### src/rtl/instr_fetch_unit_pkg.sv
// Shared types and constants for the instruction fetch unit.
// Latency: n/a (declarations only).
// Backpressure: n/a.
package instr_fetch_unit_pkg;

    // Byte distance between consecutive sequential fetches.
    localparam int INSTR_BYTES = 4;

    // Canonical RISC-V NOP (addi x0, x0, 0); handy as filler data.
    localparam logic [31:0] NOP_INSTR = 32'h0000_0013;

    // Fetch sequencer states.
    typedef enum logic [2:0] {
        ST_IDLE  = 3'd0,
        ST_REQ   = 3'd1,
        ST_WAIT  = 3'd2,
        ST_HOLD  = 3'd3,
        ST_DRAIN = 3'd4,
        ST_FAULT = 3'd5
    } fetch_state_e;

endpackage

### src/rtl/instr_fetch_unit_if.sv
// Memory request/response, decoder hand-off and redirect bundle.
// Latency: n/a (wiring only).
// Backpressure: mem_ready stalls requests, decode_ready stalls the hand-off.
interface instr_fetch_unit_if #(
    parameter int ADDR_WIDTH = 32,
    parameter int DATA_WIDTH = 32
);
    logic                  mem_req;
    logic [ADDR_WIDTH-1:0] mem_addr;
    logic                  mem_ready;
    logic                  mem_rvalid;
    logic [DATA_WIDTH-1:0] mem_rdata;
    logic                  instr_valid;
    logic [DATA_WIDTH-1:0] instr;
    logic [ADDR_WIDTH-1:0] instr_pc;
    logic                  decode_ready;
    logic                  redirect_valid;
    logic [ADDR_WIDTH-1:0] redirect_pc;

    // Fetch unit side.
    modport master (
        output mem_req, mem_addr, instr_valid, instr, instr_pc,
        input  mem_ready, mem_rvalid, mem_rdata, decode_ready,
               redirect_valid, redirect_pc
    );

    // Memory / decoder / branch-unit side.
    modport slave (
        input  mem_req, mem_addr, instr_valid, instr, instr_pc,
        output mem_ready, mem_rvalid, mem_rdata, decode_ready,
               redirect_valid, redirect_pc
    );
endinterface

### src/rtl/instr_fetch_unit.sv
// Fetches one instruction per PC, holds it for decode, steers the PC (seq or redirect).
// Latency: request->instr_valid 2 cycles min (REQ, WAIT, HOLD => 1 instr / 3 cycles).
// Backpressure: stalls in REQ on !mem_ready, in HOLD on !decode_ready; PC held meanwhile.
module instr_fetch_unit #(
    parameter int ADDR_WIDTH  = 32,
    parameter int DATA_WIDTH  = 32,
    parameter int INSTR_BYTES = instr_fetch_unit_pkg::INSTR_BYTES
) (
    input  logic                  clk,
    input  logic                  reset,
    input  logic [ADDR_WIDTH-1:0] instr_addr,
    output logic [ADDR_WIDTH-1:0] next_pc,
    output logic                  no_update,
    output logic                  fetch_fault,
    instr_fetch_unit_if.master    bus
);
    import instr_fetch_unit_pkg::*;

    fetch_state_e          state_q, state_d;
    logic [DATA_WIDTH-1:0] instr_q, instr_d;
    logic [ADDR_WIDTH-1:0] instr_pc_q, instr_pc_d;
    logic                  instr_valid_q, instr_valid_d;
    logic                  fetch_fault_q, fetch_fault_d;

    logic                  misaligned;
    logic                  redirect_act;
    logic                  sel_redirect;
    logic                  mem_req_c;
    logic [ADDR_WIDTH-1:0] seq_pc;

    // PC + increment; wraps modulo 2^ADDR_WIDTH by construction.
    assign seq_pc       = instr_addr + ADDR_WIDTH'(INSTR_BYTES);
    assign misaligned   = (instr_addr[1:0] != 2'b00);
    // A redirect before the first request has nothing to cancel, so IDLE ignores it.
    assign redirect_act = bus.redirect_valid && (state_q != ST_IDLE);

    // Next-state, captured data and PC-steering decisions.
    always_comb begin
        state_d       = state_q;
        instr_d       = instr_q;
        instr_pc_d    = instr_pc_q;
        instr_valid_d = instr_valid_q;
        no_update     = 1'b1;
        sel_redirect  = 1'b0;
        mem_req_c     = 1'b0;

        unique case (state_q)
            ST_IDLE: begin
                state_d = ST_REQ;
            end
            ST_REQ: begin
                mem_req_c = !misaligned;
                if (redirect_act) begin
                    // An accepted request still owes us one response.
                    if (mem_req_c && bus.mem_ready) begin
                        state_d = ST_DRAIN;
                    end
                end else if (misaligned) begin
                    state_d = ST_FAULT;
                end else if (bus.mem_ready) begin
                    instr_pc_d = instr_addr;
                    state_d    = ST_WAIT;
                end
            end
            ST_WAIT: begin
                if (bus.mem_rvalid) begin
                    if (redirect_act) begin
                        state_d = ST_REQ;
                    end else begin
                        instr_d       = bus.mem_rdata;
                        instr_valid_d = 1'b1;
                        state_d       = ST_HOLD;
                    end
                end else if (redirect_act) begin
                    state_d = ST_DRAIN;
                end
            end
            ST_HOLD: begin
                if (redirect_act) begin
                    state_d = ST_REQ;
                end else if (bus.decode_ready) begin
                    no_update     = 1'b0;
                    instr_valid_d = 1'b0;
                    state_d       = ST_REQ;
                end
            end
            ST_DRAIN: begin
                // Leave as soon as the stale response lands, even under a new
                // redirect, otherwise no further response would ever arrive.
                if (bus.mem_rvalid) begin
                    state_d = ST_REQ;
                end
            end
            ST_FAULT: begin
                if (redirect_act) begin
                    state_d = ST_REQ;
                end
            end
            default: begin
                state_d = ST_IDLE;
            end
        endcase

        // Redirect outranks every per-state decision above.
        if (redirect_act) begin
            no_update     = 1'b0;
            sel_redirect  = 1'b1;
            instr_valid_d = 1'b0;
        end

        fetch_fault_d = (state_d == ST_FAULT);
    end

    // 2:1 next-PC select: redirect target or sequential successor.
    always_comb begin
        next_pc = sel_redirect ? bus.redirect_pc : seq_pc;
    end

    // State and output registers, cleared asynchronously.
    always_ff @(posedge clk or posedge reset) begin
        if (reset) begin
            state_q       <= ST_IDLE;
            instr_q       <= '0;
            instr_pc_q    <= '0;
            instr_valid_q <= 1'b0;
            fetch_fault_q <= 1'b0;
        end else begin
            state_q       <= state_d;
            instr_q       <= instr_d;
            instr_pc_q    <= instr_pc_d;
            instr_valid_q <= instr_valid_d;
            fetch_fault_q <= fetch_fault_d;
        end
    end

    assign bus.mem_req     = mem_req_c;
    assign bus.mem_addr    = instr_addr;
    assign bus.instr_valid = instr_valid_q;
    assign bus.instr       = instr_q;
    assign bus.instr_pc    = instr_pc_q;
    assign fetch_fault     = fetch_fault_q;

endmodule

### src/flat_wrapper.sv
// flat-port wrapper written by rule: the top's interface ports become plain ports
module instr_fetch_unit_flat import instr_fetch_unit_pkg::*;
#(
    parameter int ADDR_WIDTH  = 32,
    parameter int DATA_WIDTH  = 32,
    parameter int INSTR_BYTES = instr_fetch_unit_pkg::INSTR_BYTES
)
  (clk, reset, instr_addr, next_pc, no_update, fetch_fault, bus_mem_req, bus_mem_addr, bus_instr_valid, bus_instr, bus_instr_pc, bus_mem_ready, bus_mem_rvalid, bus_mem_rdata, bus_decode_ready, bus_redirect_valid, bus_redirect_pc);
  instr_fetch_unit_if #(.ADDR_WIDTH(ADDR_WIDTH), .DATA_WIDTH(DATA_WIDTH)) bus_i ();
  input  logic clk;
  input  logic reset;
  input  logic [ADDR_WIDTH-1:0] instr_addr;
  output logic [ADDR_WIDTH-1:0] next_pc;
  output logic no_update;
  output logic fetch_fault;
  output wire logic [$bits(bus_i.mem_req)-1:0] bus_mem_req;
  output wire logic [$bits(bus_i.mem_addr)-1:0] bus_mem_addr;
  output wire logic [$bits(bus_i.instr_valid)-1:0] bus_instr_valid;
  output wire logic [$bits(bus_i.instr)-1:0] bus_instr;
  output wire logic [$bits(bus_i.instr_pc)-1:0] bus_instr_pc;
  input wire logic [$bits(bus_i.mem_ready)-1:0] bus_mem_ready;
  input wire logic [$bits(bus_i.mem_rvalid)-1:0] bus_mem_rvalid;
  input wire logic [$bits(bus_i.mem_rdata)-1:0] bus_mem_rdata;
  input wire logic [$bits(bus_i.decode_ready)-1:0] bus_decode_ready;
  input wire logic [$bits(bus_i.redirect_valid)-1:0] bus_redirect_valid;
  input wire logic [$bits(bus_i.redirect_pc)-1:0] bus_redirect_pc;
  assign bus_mem_req = bus_i.mem_req;
  assign bus_mem_addr = bus_i.mem_addr;
  assign bus_instr_valid = bus_i.instr_valid;
  assign bus_instr = bus_i.instr;
  assign bus_instr_pc = bus_i.instr_pc;
  assign bus_i.mem_ready = bus_mem_ready;
  assign bus_i.mem_rvalid = bus_mem_rvalid;
  assign bus_i.mem_rdata = bus_mem_rdata;
  assign bus_i.decode_ready = bus_decode_ready;
  assign bus_i.redirect_valid = bus_redirect_valid;
  assign bus_i.redirect_pc = bus_redirect_pc;
  instr_fetch_unit #(.ADDR_WIDTH(ADDR_WIDTH), .DATA_WIDTH(DATA_WIDTH), .INSTR_BYTES(INSTR_BYTES)) u_core (.clk(clk), .reset(reset), .instr_addr(instr_addr), .next_pc(next_pc), .no_update(no_update), .fetch_fault(fetch_fault), .bus(bus_i));
endmodule
### config.mk
export PLATFORM = sky130hd
export DESIGN_NAME = instr_fetch_unit_flat
export DESIGN_NICKNAME = d
export VERILOG_FILES = /design/src/rtl/instr_fetch_unit_pkg.sv /design/src/rtl/instr_fetch_unit_if.sv /design/src/rtl/instr_fetch_unit.sv /design/src/flat_wrapper.sv
export SDC_FILE = /design/constraint.sdc
export NUM_CORES = 1
export LEC_CHECK = 0
export CAP_MARGIN = 40
export CORE_ASPECT_RATIO = 0.5
export CORE_UTILIZATION = 39
export CTS_BUF_LIST = sky130_fd_sc_hd__clkbuf_4 sky130_fd_sc_hd__clkbuf_8
export DETAILED_ROUTE_END_ITERATION = 16
export HOLD_SLACK_MARGIN = 0.02
export PLACE_DENSITY = 0.83
export SLEW_MARGIN = 25
export SYNTH_ARGS = -nofsm -noshare
export SYNTH_HDL_FRONTEND = slang
export SYNTH_SLANG_ARGS = --single-unit
### constraint.sdc
create_clock -name clk -period 2.25 [get_ports clk]
set_input_delay 0.225 -clock clk [delete_from_list [all_inputs] [get_ports clk]]
set_output_delay 0.225 -clock clk [all_outputs]
set_load 0.005 [all_outputs]
==> metrics <==
Worst Setup End Kind=output port; minimum period implied by the final worst setup slack=~2.2 ns; CTS root buffer=sky130_fd_sc_hd__clkbuf_8; Hold/Removal Path Class=input port to async pin; number of instances in the synthesized netlist=375; number of H-tree branching levels=3; EDFF count, synth=0; Distinct cells, synth=between 40 and 50; longest individual stage delay on the worst path=approximately 0.51 ns; clock sinks=69; highest-count cells in the layout ignoring fill and taps=179 x sky130_fd_sc_hd__clkdlybuf4s50_1, 70 x sky130_fd_sc_hd__buf_4, 67 x sky130_fd_sc_hd__dfrtp_1; I/O pin count=about 230; required time of the worst setup path=2.03 ns; wire length of the first global-routing pass=between 20 and 25 mm; most common cell after layout, fill and taps aside=sky130_fd_sc_hd__clkdlybuf4s50_1; worst slew margin relative to its limit=0.6734; outcome=finished clean; latest clock arrival within the worst-skew pair=0.35 ns; cells along the critical path=dlygate4sd2_1 -> and4_4 -> nand4_4 -> buf_6 -> buf_4 -> or4_4 -> a31oi_1 -> buf_2; count of maximum capacitance violations=0; library cell occupying the most area in the post-synthesis netlist=sky130_fd_sc_hd__dfrtp_1; Synth Register Bits=69; number of synthesis warnings=0; Final Hold Viols=0; category of the worst setup path launch point=input port; portion of synthesized cell area occupied by the leading cell type=0.4405; std cell rows=25; initial core utilization=0.4082; number of nets in the layout=approximately 750; Mapped Avg Cell Area=10.45 um2; Achievable Freq=~0.46 GHz; length of the first detailed-routing pass in iterations=4; number of antenna repair diodes=0; netlist area before placement=just under 0.004 mm2; # setup viols final=0; worst hold margin=0.2119 ns; share of flip-flops with an asynchronous set or reset=1.000; GRT Total Usage=0.2545; Slew Limit Fails=0; total congestion overflow=0; pin count of the biggest net entering global routing=34; transition time of the tightest slew-check pin=0.4892 ns; DRC viols=0; half-perimeter wire length after placement=around 9.8 mm; area growth from synthesis to layout=80.88%; worst-path fanout max=5; via count of the first global-routing pass=4,077; data arrival at the endpoint of the critical path=1.96 ns; Iteration-0 DRC Markers=178; TritonCTS clock tree=built; detailed-route vias per instance=5.096; P_leak=~3.1 nW; antenna viol nets, final=0; total length of routed wires=13.47 mm; FILL cells=653; peak supply drop=0.5185 mV; worst reg2reg setup slack=0.32 ns; endpoint of the lowest-slack register-to-register path=u_core.bus.instr_pc[29]$_DFFE_PP0P_; worst setup path startpoint=instr_addr[13]; height of the chip=approximately 73 um; number of instances in the placed design=around 750; port bufs=about 230; final period utilization=0.9725; initial antenna violation count=0; clock buffers created by TritonCTS=9; DIE AREA=0.01048 mm2; die span in x=around 140 um; nets in the synthesized netlist=478; Crit Path Class=input port to output port; Max Buffers Root-to-Sink=2; final cell utilization of the core=0.7384; Worst Setup EP=next_pc[27]; Synth Flop Type=sky130_fd_sc_hd__dfrtp_1; routability cong.=0.8275; wire per inst=17.08 um; worst r2r path cells=6; non-filler cells in the finished layout=789; origin of the critical flop-to-flop path=u_core.state_q[1]$_DFF_PP0_; core area=0.009603 mm2; clock slew at the register clock pins of the worst setup and hold paths=0.08 ns; skew final=0.008676 ns; vias after detailed routing=between 4,000 and 5,000; sequential share of the synthesized area=0.4405; library cell contributing the largest single delay on the critical path=sky130_fd_sc_hd__or4_4; share of cells above drive strength 1=0.3058; leading cell types by total area after synthesis=sky130_fd_sc_hd__dfrtp_1 44%, sky130_fd_sc_hd__mux2_2 18%, sky130_fd_sc_hd__buf_4 6.1%; total power divided by cell area=679.1 mW/mm2
layer usage:
layer / track usage / wire length [um]
met4: 0.1017 / 321
met3: 0.07087 / 941
met5: 0 / 0
met2: 0.4800 / 7036
met1: 0.2729 / 5173
cell usage after synthesis, types with 2 or more instances:
master                     instances
sky130_fd_sc_hd__nor3_1            4
sky130_fd_sc_hd__nor4_1            3
sky130_fd_sc_hd__xor2_1            5
sky130_fd_sc_hd__clkbuf_1         10
sky130_fd_sc_hd__nor2_1           21
sky130_fd_sc_hd__buf_2             8
sky130_fd_sc_hd__o211ai_1          2
sky130_fd_sc_hd__o21ai_0          19
sky130_fd_sc_hd__or4b_1            2
sky130_fd_sc_hd__mux2_2           62
sky130_fd_sc_hd__nand4_1           5
sky130_fd_sc_hd__o41ai_1           2
sky130_fd_sc_hd__buf_6             3
sky130_fd_sc_hd__nand3_1          13
sky130_fd_sc_hd__and2_1            5
sky130_fd_sc_hd__or4_1             9
sky130_fd_sc_hd__xnor2_1           8
sky130_fd_sc_hd__and3_1            6
sky130_fd_sc_hd__dfrtp_1          69
sky130_fd_sc_hd__inv_1             4
sky130_fd_sc_hd__o31ai_1          10
sky130_fd_sc_hd__nand2_1          35
sky130_fd_sc_hd__a31oi_1          17
sky130_fd_sc_hd__or3_1             5
sky130_fd_sc_hd__buf_4            32
repair_timing:
action / 4_1_cts / 5_1_grt
hold buffers: 0 / 0
pin swaps: 18 / 10
setup buffers: 15 / 5
gates cloned: 1 / 0
gates resized for setup: 88 / 26
endpoints found under the setup margin: 32 / 22
state kept, by name, summed over array words and instances (netlist names):
name	flops
u_core.bus.instr	32
u_core.bus.instr_pc	32
u_core.state_q	3
u_core.bus.instr_valid	1
u_core.fetch_fault	1
stage by stage:
step                      setup slack (ns)  total power (W)  cell area, um2  setup TNS (ns)
after floorplan                     0.2851         0.002363            3920               0
after global placement             -0.4784         0.003601            6624          -8.815
after detailed placement           -0.5128         0.003662            6624          -9.362
after CTS                         0.002980         0.004816            7024               0
after global routing              -0.03504         0.005057            7091        -0.04376
final                              0.06189         0.004815            7091               0
area by class of cell:
cell class	count	area, um2	share of cell area
repair buffers	315	2989	0.4216
multi-input cells	250	1957	0.2760
flip-flops and latches	69	1729	0.2439
well taps	135	168.9	0.02382
clock buffers	10	137.6	0.01941
clock inverters	6	93.84	0.01323
inverters	4	15.01	0.002118
where the power goes:
part           switching, W  total [W]  internal [W]
clock network      0.000512    0.00118      0.000664
logic              0.000653    0.00190       0.00124
registers          0.000171    0.00174       0.00157
total               0.00134    0.00482       0.00348
cells by family (layout without fill, tap and decap cells):
group,count (synthesis),count (layout),synth area share
AOI/OAI and AO/OA,52,52,0.08235
xor gates and xnor gates,13,13,0.02905
adders and majority gates,2,2,0.005745
buffers and inverters,57,335,0.09352
DFF,69,69,0.4405
muxes,63,63,0.1810
and+or+nand+nor,119,120,0.1679
worst max-delay path: cells and delay by family:
| family | cells | cell delay, ns |
|---|---|---|
| compound gates | 1 | 0.17 |
| buf+inv | 4 | 0.64 |
| simple gates | 3 | 0.92 |
how the worst min path moves through the flow:
stage	endpoint	slack [ns]	cells after the start
6_report	u_core.bus.instr[15]$_DFFE_PP0P_	0.21	2
5_1_grt	u_core.bus.instr[15]$_DFFE_PP0P_	0.27	2
4_1_cts	u_core.bus.instr[15]$_DFFE_PP0P_	0.21	2
3_5_place_dp	u_core.bus.instr_pc[1]$_DFFE_PP0P_	0.48	1
3_3_place_gp	u_core.bus.instr_pc[8]$_DFFE_PP0P_	0.47	1
2_1_floorplan	u_core.state_q[1]$_DFF_PP0_	0.29	1
(Power assumes the default switching activity.)
